--- src/rtl/addcmp_rr_sched.sv ---
// Round-robin scheduler sharing one offset-add / signed threshold-compare pipeline (S1 latch, S2 result).
// Optional: define ADDCMP_STATS_EN to add the done_cnt completed-handshake counter port.
module addcmp_rr_sched #(
  parameter int NREQ  = 3,
  parameter int OP_W  = 3,
  parameter int OFF_W = 2,
  parameter int SUM_W = 5,
  parameter int ID_W  = 2
) (
  input  logic                    clk,
  input  logic                    rst,
  input  logic [NREQ-1:0]         req_valid,
  output logic [NREQ-1:0]         req_ready,
  input  logic [NREQ*OP_W-1:0]    req_a,
  input  logic [NREQ*SUM_W-1:0]   req_thr,
  input  logic [OFF_W-1:0]        offset,
  output logic                    res_valid,
  input  logic                    res_ready,
  output logic [SUM_W-1:0]        res_sum,
  output logic                    res_flag,
`ifdef ADDCMP_STATS_EN
  output logic [7:0]              done_cnt,
`endif
  output logic [ID_W-1:0]         res_id
);

  logic [ID_W-1:0]  r_ptr;
  logic             r_s1_v;
  logic [OP_W-1:0]  r_s1_a;
  logic [SUM_W-1:0] r_s1_thr;
  logic [OFF_W-1:0] r_s1_off;
  logic [ID_W-1:0]  r_s1_id;
  logic             r_s2_v;
  logic [SUM_W-1:0] r_s2_sum;
  logic             r_s2_flag;
  logic [ID_W-1:0]  r_s2_id;

  logic             w_s2_adv, w_s1_load, w_found, w_accept, w_flag;
  logic [ID_W-1:0]  w_win, w_ptr_nxt;
  logic [OP_W-1:0]  w_sel_a;
  logic [SUM_W-1:0] w_sel_thr, w_a_ext, w_off_ext, w_sum;

  assign w_s2_adv  = r_s1_v && (!r_s2_v || res_ready);
  assign w_s1_load = !r_s1_v || w_s2_adv;
  assign w_accept  = w_found && w_s1_load;

  // Rotating priority search starting at r_ptr; only req_valid feeds the grant.
  always_comb begin : arb
    int idx;
    idx     = 0;
    w_found = 1'b0;
    w_win   = '0;
    for (int k = 0; k < NREQ; k++) begin
      idx = (int'(r_ptr) + k) % NREQ;
      if (!w_found && req_valid[idx]) begin
        w_found = 1'b1;
        w_win   = ID_W'(idx);
      end
    end
  end

  always_comb begin
    req_ready = '0;
    w_sel_a   = '0;
    w_sel_thr = '0;
    for (int i = 0; i < NREQ; i++) begin
      if (w_win == ID_W'(i)) begin
        req_ready[i] = w_accept;
        w_sel_a      = req_a[i*OP_W +: OP_W];
        w_sel_thr    = req_thr[i*SUM_W +: SUM_W];
      end
    end
  end

  assign w_ptr_nxt = (w_win == ID_W'(NREQ-1)) ? '0 : w_win + 1'b1;

  assign w_a_ext   = {{(SUM_W-OP_W){r_s1_a[OP_W-1]}}, r_s1_a};
  assign w_off_ext = {{(SUM_W-OFF_W){r_s1_off[OFF_W-1]}}, r_s1_off};
  assign w_sum     = w_a_ext + w_off_ext;
  assign w_flag    = $signed(w_sum) < $signed(r_s1_thr);

  always_ff @(posedge clk) begin
    if (rst) begin
      r_ptr     <= '0;
      r_s1_v    <= 1'b0;
      r_s1_a    <= '0;
      r_s1_thr  <= '0;
      r_s1_off  <= '0;
      r_s1_id   <= '0;
      r_s2_v    <= 1'b0;
      r_s2_sum  <= '0;
      r_s2_flag <= 1'b0;
      r_s2_id   <= '0;
    end else begin
      if (w_accept) begin
        r_s1_a   <= w_sel_a;
        r_s1_thr <= w_sel_thr;
        r_s1_off <= offset;
        r_s1_id  <= w_win;
        r_ptr    <= w_ptr_nxt;
      end
      if (w_accept)      r_s1_v <= 1'b1;
      else if (w_s2_adv) r_s1_v <= 1'b0;
      // A reload on s2_adv wins over a pop in the same cycle, keeping res_valid high.
      if (w_s2_adv) begin
        r_s2_v    <= 1'b1;
        r_s2_sum  <= w_sum;
        r_s2_flag <= w_flag;
        r_s2_id   <= r_s1_id;
      end else if (res_ready) begin
        r_s2_v    <= 1'b0;
      end
    end
  end

  assign res_valid = r_s2_v;
  assign res_sum   = r_s2_sum;
  assign res_flag  = r_s2_flag;
  assign res_id    = r_s2_id;

`ifdef ADDCMP_STATS_EN
  logic [7:0] r_done_cnt;
  always_ff @(posedge clk) begin
    if (rst)                         r_done_cnt <= '0;
    else if (r_s2_v && res_ready)    r_done_cnt <= r_done_cnt + 8'd1;
  end
  assign done_cnt = r_done_cnt;
`endif

endmodule
--- config.mk ---
export PLATFORM = sky130hd
export DESIGN_NAME = addcmp_rr_sched
export DESIGN_NICKNAME = d
export VERILOG_FILES = /design/src/rtl/addcmp_rr_sched.sv
export SDC_FILE = /design/constraint.sdc
export NUM_CORES = 1
export LEC_CHECK = 0
export CORE_ASPECT_RATIO = 0.7
export CORE_UTILIZATION = 40
export DETAILED_ROUTE_END_ITERATION = 10
export PLACE_DENSITY = 0.69
export SETUP_SLACK_MARGIN = 0.15
export SYNTH_ARGS = -nofsm -noshare
export SYNTH_HDL_FRONTEND = slang
export SYNTH_SLANG_ARGS = --single-unit
--- constraint.sdc ---
create_clock -name clk -period 2.9 [get_ports clk]
set_input_delay 0.435 -clock clk [delete_from_list [all_inputs] [get_ports clk]]
set_output_delay 0.435 -clock clk [all_outputs]
set_load 0.1 [all_outputs]
==> results of run 1 <==
report_power, final:
part,internal (mW),switching [mW]
Clock,0.0960,0.108
Sequential,0.436,0.0714
Combinational,0.673,1.02
Total,1.21,1.20
per-stage QoR:
step                      hold slack, ns  total power [mW]  instances  utilization [%]
after CTS                          0.461              2.32        264             58.6
after detailed placement           0.449              2.06        258             55.6
after floorplan                    0.436              1.69        170                -
final                              0.462              2.40        270             60.8
after global routing               0.490              2.58        270             60.8
after global placement             0.444              2.03        258             55.6
registers in the layout, summed over array words and instances, names as in the netlist:
signal and cells:
r_ptr 2, r_s1_v 1, res_sum 4, res_flag 1, res_id 2, r_s1_thr 5, res_valid 1, r_s1_id 2
r_s1_off 2, r_s1_a 3
worst min-delay path by stage:
stage	from	endpoint	cells past startpoint
2_1_floorplan	r_s1_id[0]	r_s1_id[0]	2
3_3_place_gp	r_s1_id[0]	r_s1_id[0]	2
3_5_place_dp	r_s1_id[0]	r_s1_id[0]	2
4_1_cts	r_s1_id[0]	r_s1_id[0]	2
5_1_grt	r_s1_id[1]	r_s1_id[1]	2
6_report	r_s1_id[0]	r_s1_id[0]	2
metal layers:
layer | vias to the layer above | share of wire, % | GRT usage, %
li1 | 701 | - | -
met1 | 644 | 51 | 27.8
met2 | 42 | 44 | 29.3
met3 | 0 | 4.6 | 4.57
met4 | 0 | 0 | 1.89
met5 | - | 0 | 0
cell usage in the layout (no fill, tap or decap), drive strengths merged, types with 6 or more instances in the layout:
| cell type | count |
|---|---|
| inv | 16 |
| a21oi | 10 |
| clkdlybuf4s50 | 28 |
| mux2i | 16 |
| nand2 | 14 |
| nand4b | 9 |
| ha | 11 |
| dfxtp | 23 |
| o311ai | 6 |
| nor2 | 12 |
| buf | 27 |
| or3 | 7 |
tightest hold or removal path, delay by kind of cell (launching register included):
family | cells | cell delay (ns)
flops | 1 | 0.32
simple gates | 1 | 0.05
compound gates | 1 | 0.05
cells by family (layout without fill, tap and decap cells):
family / count (synthesis) / in the layout / share of synthesized area (%)
AND/OR/NAND/NOR: 56 / 56 / 21.2
adder cells (fa/ha/maj): 12 / 12 / 10.6
buffers and inverters: 30 / 80 / 10.0
AO/OA/AOI/OAI: 32 / 32 / 15.9
XOR/XNOR: 1 / 1 / 0.589
flip-flops: 23 / 23 / 31.0
multiplexers: 16 / 16 / 10.8
cell type report:
cell class | instances | share of cell area [%]
timing repair buffer | 58 | 25.4
inverter | 18 | 3.49
sequential | 23 | 21.8
clock buffer | 3 | 1.92
clock inverter | 1 | 0.233
tap | 50 | 2.91
multi-input combinational | 117 | 44.3
what timing repair did:
item,CTS,global route
resized for setup,14,6
pin swaps,1,5
endpoints found under the setup margin,2,3
setup buffers,2,6
==> impl_results.md, run 1 <==
* Result of the run: complete, no violations
* Worst setup EP type: primary output
* Syn_area_per_cell at 8.75 um^2
* Layout filler cell count at 303
* HPWL reported at the end of detailed placement at 2610 um
* Post-route worst setup slack at 0.123 ns
* Classification of the worst setup path: reg2out
* Asr flop ratio synth at 0%
* Area contributors post-synth: sky130_fd_sc_hd__dfxtp_1, sky130_fd_sc_hd__mux2i_1, sky130_fd_sc_hd__ha_1
* Last element of the critical path: req_ready[0]
* Cell type contributing the most total cell area after synthesis: sky130_fd_sc_hd__dfxtp_1
* # rows at 18
* Die boundary width at 74.9 um
* Unrepaired setup endpoints after global routing: true
* First-pass detailed-route iteration total at 4
* Worst setup path startpoint: r_ptr[1]
* Wire length of the first global-routing pass at 5660 um
* Part of the cycle the worst path needs at 95.7%
* Kind of path behind the tightest hold check: reg2reg
* Core Footprint at 0.00354 mm^2
* Nets in the synthesized netlist at 214
* Library cells used by synthesis at 38
* Crit path buffers/inverters at 3
* Slowest-stage cell, CP: sky130_fd_sc_hd__dfxtp_4
* Worst path top cell family by delay: compound AO/OA/AOI/OAI gates
* Pin count of the biggest net entering global routing at 27
* Count of pins on the block boundary at 44
* Most repeated cell in the gate-level netlist after synthesis: sky130_fd_sc_hd__dfxtp_1
* Vias in the first global route at 1,163
* Area of combinational cells with multiple inputs at 952 um^2
* Inserted Clock Buffers at 3
* Slew of the pin with the lowest slew margin at 0.793 ns
* Total negative slack at 0 ns
* Reg2reg path depth at 12
* Worst path depth at 9
* Maximum level of the CTS H-tree at 1
* Max-slew violations at 0
* Final Cell Area at 0.00215 mm^2
* Worst Clk Skew at 0.00240 ns
* Area delta synth->final at 44.6%
* Sequential area share after synthesis at 31.0%
* Power density of the placed cells at 1120 mW/mm^2
* Placed cell area at 0.00197 mm^2
* Fraction of layout cells with a size suffix above 1 at 21.8%
* Max-cap violations at 0
* Cells along the critical path: buf_4 -> ha_4 -> mux2i_1 -> nor2_1 -> o41ai_2 -> o31a_1 -> or3_4 -> clkinvlp_4 -> buf_12
* Post-DR vias/cell at 5.14
* Remaining antenna violation count after routing at 0
* Starting density of the core at 42.1%
* Number of endpoints with negative hold slack in the final report at 0
* Hold buffer count at CTS at 0
* Total congestion overflow at 0
* Input/output buffers at 43
* Starting DRT DRC Count at 46
* Register-to-register setup slack at 0.33 ns
* Maximum number of buffers from clock root to sink at 2
* TritonCTS clock tree: done
* Buffer type at the clock tree root: sky130_fd_sc_hd__clkbuf_8
* Critical path startpoint category: flop
* Normalized max-slew margin at 47.0%
* Clock sink count at 23
* Routed WL per cell at 13.4 um
* CP Data Required Time at 2.47 ns
* Origin of the critical flop-to-flop path: r_ptr[1]
* Top cells by count, synth: sky130_fd_sc_hd__dfxtp_1, sky130_fd_sc_hd__inv_1, sky130_fd_sc_hd__mux2i_1
* Global Route Usage Sum at 19.1%
* Pre-CTS worst setup slack at 0.0166 ns
* Diode count at 0
* Leakage power total at 0.868 nW
* Number of antenna violations at the first check in global routing at 0
* Synthesized cell area at 0.00149 mm^2
* Arrival time reported for the critical path endpoint at 2.34 ns
* Number of flops mapped to enable cells by yosys at 0
* Die height at 53.0 um
* Worst vdd rail ir drop at 0.796 mV
* # nets final at 265
* Area of the die at 0.00397 mm^2
* Delay contributed by the slowest stage of the critical path at 0.37 ns
* Insertion delay of the later-clocked pin in the worst-skew pair at 0.26 ns
* DR DRC count at 0
* Flip-flop and latch area at 468 um^2
* Synth warn at 0
* Vias at 1,387
* Timing-limited maximum frequency at 360 MHz
* Maximum net fanout on the critical path at 6
* Dominant synthesized flop cell: sky130_fd_sc_hd__dfxtp_1
* Final wirelength at 3630 um
* Endpoint of the worst-slack reg-to-reg timing path: r_s1_a[1]
* Fraction of synthesized cell area taken by the top area cell type at 31.0%
* Synthesized flop and latch total at 23
* Final Wtd Congestion at 0.844
* Syn Inst Count at 170
* Worst-path clk slew at 0.08 ns
* Final setup fails at 0
* Final critical path time including I/O delays and setup at 2.78 ns
No activity file was read; power rests on OpenSTA's default activity.
==> inputs of run 2 (changes only) <==
Settings changed: PLACE_DENSITY 0.69 to 0.72, REMOVE_ABC_BUFFERS from default to 1.
Clock period 2.9 ns to 2.32 ns, I/O delays scaled along.
==> impl_results.md, run 2 (synthesized netlist as in run 1, its figures left out) <==
* Register containing the most flip-flops in the final layout: r_s1_thr
* Wire length of the first global-routing pass at 6980 um (+23%)
* Final total power at 3.88 mW (+61%)
* Leakage power total at 1.06 nW (+22%)
* # rows at 18 (unchanged)
* Maximum level of the CTS H-tree at 1 (unchanged)
* Hold buffer count at CTS at 0 (unchanged)
* Vias in the first global route at 1,494 (+28%)
* Slowest-stage cell, CP: sky130_fd_sc_hd__clkdlybuf4s50_1
* Final Wtd Congestion at 0.899 (+6.4%)
* Maximum net fanout on the critical path at 4 (-2)
* # nets final at 292 (+10%)
* TritonCTS clock tree: done
* Most common cell after layout, fill and taps aside: sky130_fd_sc_hd__buf_4
* Worst hold slack after final layout at 0.476 ns (+0.0140 ns)
* Layout filler cell count at 234 (-23%)
* Remaining antenna violation count after routing at 0 (unchanged)
* Post-layout instance count excluding filler cells at 297 (+10%)
* Most frequent cells in the layout: sky130_fd_sc_hd__buf_4, sky130_fd_sc_hd__clkdlybuf4s50_1, sky130_fd_sc_hd__dfxtp_1, sky130_fd_sc_hd__mux2i_1, sky130_fd_sc_hd__buf_6
* Register-to-register setup slack at -0.27 ns (-0.60 ns)
* Fraction of power consumed by sequential logic at 16.9% (-4.2 points)
* Vias at 1,606 (+16%)
* Input/output buffers at 43 (unchanged)
* Fraction of layout cells with a size suffix above 1 at 41.7% (+20 points)
* Kind of path behind the tightest hold check: reg2reg
* Number of antenna violations at the first check in global routing at 0 (unchanged)
* Critical path startpoint category: input port
* Delay contributed by the slowest stage of the critical path at 0.61 ns (+0.24 ns)
* Cells after DPL at 272 (+5.4%)
* Slew of the pin with the lowest slew margin at 0.430 ns (-0.364 ns)
* Arrival time reported for the critical path endpoint at 2.34 ns (about the same)
* Post-route worst setup slack at -0.372 ns (-0.495 ns)
* Final wirelength at 5090 um (+40%)
* Relative contribution of combinational cells to total power at 76.6% (+6.2 points)
* Max-slew violations at 0 (unchanged)
* Inserted Clock Buffers at 3 (unchanged)
* Global Route Usage Sum at 23.7% (+4.6 points)
* Unrepaired setup endpoints after global routing: true
* Final setup fails at 12 (+12)
* First-pass detailed-route iteration total at 4 (unchanged)
* Clock Power Share at 6.5% (-2.0 points)
* Area of the die at 0.00397 mm^2 (unchanged)
* Number of endpoints with negative hold slack in the final report at 0 (unchanged)
* Result of the run: finished with violations
* Final critical path time including I/O delays and setup at 2.69 ns
* Max-cap violations at 0 (unchanged)
* Buffer type at the clock tree root: sky130_fd_sc_hd__clkbuf_8
* HPWL reported at the end of detailed placement at 2910 um (+12%)
* Violated checks: setup timing
* Starting density of the core at 42.1% (unchanged)
* Total congestion overflow at 0 (unchanged)
* Count of pins on the block boundary at 44 (unchanged)
* Starting DRT DRC Count at 110 (+140%)
* Worst vdd rail ir drop at 1.27 mV (+60%)
* Switching power summed over all nets at 1.83 mW (+53%)
* Diode count at 0 (unchanged)
* Internal power at 2.04 mW (+70%)
* Core Footprint at 0.00354 mm^2 (unchanged)
* DR DRC count at 0 (unchanged)
* Power density of the placed cells at 1500 mW/mm^2 (+34%)
* Classification of the worst setup path: in2out
* Die boundary width at 74.9 um (unchanged)
* Pin count of the biggest net entering global routing at 15 (-44%)
* Area delta synth->final at 74.2%
* Max FFs per register at 5 (unchanged)
* Normalized max-slew margin at 71.0% (+24 points)
* Post-DR vias/cell at 5.41 (+5.3%)
* Timing-limited maximum frequency at 372 MHz
* Clock sink count at 23 (unchanged)
* Insertion delay of the later-clocked pin in the worst-skew pair at 0.26 ns (about the same)
* Worst-path clk slew at 0.08 ns (about the same)
* Routed WL per cell at 17.2 um (+28%)
* Part of the cycle the worst path needs at 116%
* Switching fraction of total power at 47.3% (-2.6 points)
* CP Data Required Time at 1.97 ns (-0.50 ns)
* Worst Clk Skew at 0.000760 ns (-0.00164 ns)
* Cells along the critical path: clkdlybuf4s50_1 -> inv_1 -> nor4b_2 -> a31oi_1 -> o31a_1 -> or3_4 -> inv_2 -> buf_12
* Die height at 53.0 um (unchanged)
* Maximum number of buffers from clock root to sink at 2 (unchanged)
* Worst path top cell family by delay: buffers and inverters
* Crit path buffers/inverters at 4 (+1)
* Worst setup EP type: primary output
run 2: cell types whose count changed in the layout (fill, tap and decap cells not counted), moves of 4 or more:
cell / previous run / this run
sky130_fd_sc_hd__buf_6: 0 / 13
sky130_fd_sc_hd__a21oi_2: 1 / 5
sky130_fd_sc_hd__a21oi_1: 9 / 5
sky130_fd_sc_hd__nand2_2: 0 / 5
sky130_fd_sc_hd__nand2_1: 14 / 8
sky130_fd_sc_hd__buf_4: 24 / 34
run 2: path summary, 6_finish.rpt:
path	startpoint	end	cells past startpoint
max reg2reg	r_ptr[0]	r_s1_id[1]	14
max	req_valid[0]	req_ready[0]	8
min	r_s1_id[0]	r_s1_id[0]	2
min reg2reg	r_s1_id[0]	r_s1_id[0]	2
run 2: repair_timing:
item                       in CTS  in global routing
cloned                          1                  0
pin swaps                      10                 17
buffers inserted               12                  8
gates resized for setup        39                 38
setup endpoints to repair      13                 16
run 2: power groups by stage:
stage	clock network, mW	logic (mW)	registers [mW]
after detailed placement	0	2.04	0.626
after global placement	0	1.98	0.618
after global routing	0.269	3.09	0.673
after CTS	0.256	2.48	0.639
after floorplan	0	1.07	0.903
final	0.251	2.97	0.656
run 2: final cells by class:
type	instances	area [um^2]	share of cell area (%)
multi-input cells	117	1090	42.1
repair buffers	85	847	32.7
flip-flops and latches	23	473	18.3
inverters	18	72.6	2.80
well taps	50	62.6	2.41
clock buffers	3	41.3	1.59
clock inverters	1	5.00	0.193
run 2: tightest hold or removal path: stages (launching register included):
cell	delay, ns
sky130_fd_sc_hd__dfxtp_1	0.32
sky130_fd_sc_hd__nand2_1	0.05
sky130_fd_sc_hd__a21oi_1	0.06
run 2: layer usage:
layer | vias to the layer above | part of all wire (%) | GRT usage (%)
li1 | 760 | - | -
met1 | 734 | 43 | 31.5
met2 | 96 | 45 | 35.9
met3 | 16 | 9.3 | 6.67
met4 | 0 | 3.0 | 9.75
met5 | - | 0 | 0
run 2: per-stage QoR:
stage          setup TNS, ns  cell area, um^2  util, %  worst slack [ns]
2_1_floorplan          -1.35             1410        -            -0.516
3_3_place_gp           -1.59             2060     58.4            -0.239
3_5_place_dp           -3.28             2060     58.4            -0.407
4_1_cts               -0.876             2360     66.9            -0.244
5_1_grt                -3.12             2590     73.3            -0.403
6_report               -2.43             2590     73.3            -0.372
==> inputs of run 3 (changes only) <==
Settings changed: SETUP_SLACK_MARGIN 0.15 to default.
==> impl_results.md, run 3 (synthesized netlist as in run 1, its figures left out) <==
* Result of the run: finished with violations
* Violated checks: setup timing
* Inserted Clock Buffers at 3 (unchanged)
* Layout filler cell count at 259 (+11%)
* Cell seen most often among critical-path stages: sky130_fd_sc_hd__inv_4
* Detailed-routing wirelength on met1 at 1970 um (-8.9%)
* Timing-limited maximum frequency at 380 MHz (+2.2%)
* Worst setup EP type: primary output
* Worst Clk Skew at 0.00368 ns (+0.00292 ns)
* Count of pins on the block boundary at 44 (unchanged)
* Switching power summed over all nets at 1.70 mW (-7.2%)
* Arrival time reported for the critical path endpoint at 2.29 ns (-0.05 ns)
* Unrepaired setup endpoints after global routing: true
* Diode count at 0 (unchanged)
* Clock sink count at 23 (unchanged)
* Final critical path time including I/O delays and setup at 2.63 ns (-0.0583 ns)
* # rows at 18 (unchanged)
* Total negative slack at -1.20 ns (+1.23 ns)
* Pre-CTS worst setup slack at -0.407 ns (unchanged)
* Area of the die at 0.00397 mm^2 (unchanged)
* Slew of the pin with the lowest slew margin at 0.411 ns (-0.0189 ns)
* Final setup fails at 7 (-5)
* Internal power at 1.89 mW (-7.6%)
* Final wirelength at 4440 um (-13%)
* Vias in the first global route at 1,352 (-9.5%)
* Clock Power Share at 7.0% (+0.5 points)
* Delay contributed by the slowest stage of the critical path at 0.41 ns (-0.20 ns)
* Cells along the critical path: inv_4 -> ha_4 -> a22o_1 -> a211oi_2 -> o41ai_2 -> o31a_1 -> or3_4 -> inv_4 -> buf_12
* Pin count of the biggest net entering global routing at 16 (+1)
* Normalized max-slew margin at 72.3% (+1.3 points)
* Worst-path clk slew at 0.08 ns (about the same)
* Area delta synth->final at 65.0%
* Met3 routed wirelength at 376 um (-21%)
* Detailed route wirelength on metal2 at 1920 um (-16%)
* Relative contribution of combinational cells to total power at 75.1% (-1.5 points)
* Flip-flop and latch area at 470 um^2 (-0.53%)
* Input/output buffers at 43 (unchanged)
* Area of combinational cells with multiple inputs at 0.00102 mm^2 (-6.5%)
* Number of antenna violations at the first check in global routing at 0 (unchanged)
* TritonCTS clock tree: done
* Part of the cycle the worst path needs at 114% (-2.5 points)
* Buffer type at the clock tree root: sky130_fd_sc_hd__clkbuf_8
* Maximum number of buffers from clock root to sink at 2 (unchanged)
* Global Route Usage Sum at 21.1% (-2.6 points)
* Leakage power total at 1.02 nW (-3.0%)
* Max-cap violations at 0 (unchanged)
* Routed WL per cell at 15.1 um (-12%)
* First-pass detailed-route iteration total at 4 (unchanged)
* CP Data Required Time at 1.97 ns (about the same)
* Insertion delay of the later-clocked pin in the worst-skew pair at 0.27 ns (about the same)
* Final Wtd Congestion at 0.899 (unchanged)
* Starting DRT DRC Count at 104 (-5.5%)
* Post-DR vias/cell at 5.32 (-1.6%)
* # nets final at 288 (-1.4%)
* Critical path startpoint category: flop
* HPWL reported at the end of detailed placement at 2910 um (unchanged)
* Register containing the most flip-flops in the final layout: r_s1_thr
* Number of endpoints with negative hold slack in the final report at 0 (unchanged)
* Cells after DPL at 272 (unchanged)
* Fraction of layout cells with a size suffix above 1 at 36.6% (-5.1 points)
* Post-layout instance count excluding filler cells at 293 (-1.3%)
* Switching fraction of total power at 47.4% (+0.095 points)
* Worst hold slack after final layout at 0.467 ns (-0.00945 ns)
* Classification of the worst setup path: reg2out
* Fraction of power consumed by sequential logic at 17.9% (+1.0 points)
* Vias at 1,559 (-2.9%)
* Wire length of the first global-routing pass at 6240 um (-10%)
* Most frequent cells in the layout: sky130_fd_sc_hd__buf_4, sky130_fd_sc_hd__clkdlybuf4s50_1, sky130_fd_sc_hd__dfxtp_1, sky130_fd_sc_hd__inv_1, sky130_fd_sc_hd__mux2i_1
* Kind of path behind the tightest hold check: reg2reg
* Max-slew violations at 0 (unchanged)
* Slowest-stage cell, CP: sky130_fd_sc_hd__dfxtp_4
* Max FFs per register at 5 (unchanged)
* DR DRC count at 0 (unchanged)
* Core Footprint at 0.00354 mm^2 (unchanged)
* Maximum level of the CTS H-tree at 1 (unchanged)
* Die height at 53.0 um (unchanged)
* Most common cell after layout, fill and taps aside: sky130_fd_sc_hd__buf_4
* Post-route worst setup slack at -0.313 ns (+0.0583 ns)
* Top Layer Used: met4
* Hold buffer count at CTS at 0 (unchanged)
* Starting density of the core at 42.1% (unchanged)
* Worst vdd rail ir drop at 1.36 mV (+6.6%)
* Maximum net fanout on the critical path at 6 (+2)
* Power density of the placed cells at 1460 mW/mm^2 (-2.3%)
* Die boundary width at 74.9 um (unchanged)
* Total congestion overflow at 0 (unchanged)
* Remaining antenna violation count after routing at 0 (unchanged)
[run 3: worst paths after layout]
kind	endpoint	slack, ns	depth (start not counted)	start
worst max register to register	r_s1_id[1]	-0.27	15	r_ptr[1]
worst min-delay path	r_s1_id[0]	0.47	2	r_s1_id[0]
worst min register to register	r_s1_id[0]	0.47	2	r_s1_id[0]
worst max-delay path	req_ready[0]	-0.31	9	r_ptr[1]
[run 3: power groups by stage]
stage	Clock (mW)	Sequential, mW	Combinational [mW]
floorplan	0	0.903	1.07
global placement	0	0.618	1.98
detailed placement	0	0.626	2.04
CTS	0.256	0.637	2.24
global route	0.269	0.658	2.85
finish	0.252	0.642	2.69
[run 3: critical path: cells and delay by family (launching register included)]
family | cells | cell delay (ns)
simple gates | 1 | 0.37
buf+inv | 3 | 0.28
fa+ha+maj | 1 | 0.18
compound gates | 4 | 0.77
flops | 1 | 0.41
[run 3: repair_timing]
item	CTS	global route
pin swaps	7	14
gates resized for setup	28	26
setup buffers	9	10
gates cloned	0	1
hold endpoints to repair	0	0
setup endpoints to repair	11	13
[run 3: area by class of cell]
type | instances | share of cell area [%]
sequential | 23 | 19.2
clock inverter | 1 | 0.204
timing repair buffer | 81 | 31.9
tap | 50 | 2.55
inverter | 18 | 3.06
clock buffer | 3 | 1.68
multi-input combinational | 117 | 41.5
[run 3: metrics by stage]
stage / power (mW) / utilization [%] / area [um^2]
floorplan: 1.97 / - / 1410
global placement: 2.60 / 58.4 / 2060
detailed placement: 2.67 / 58.4 / 2060
CTS: 3.13 / 63.6 / 2250
global route: 3.77 / 69.4 / 2450
finish: 3.59 / 69.4 / 2450
[run 3: layer usage]
layer / GRT usage (%) / vias up
li1: - / 751
met1: 29.2 / 687
met2: 31.5 / 96
met3: 4.95 / 25
met4: 7.86 / 0
met5: 0 / -
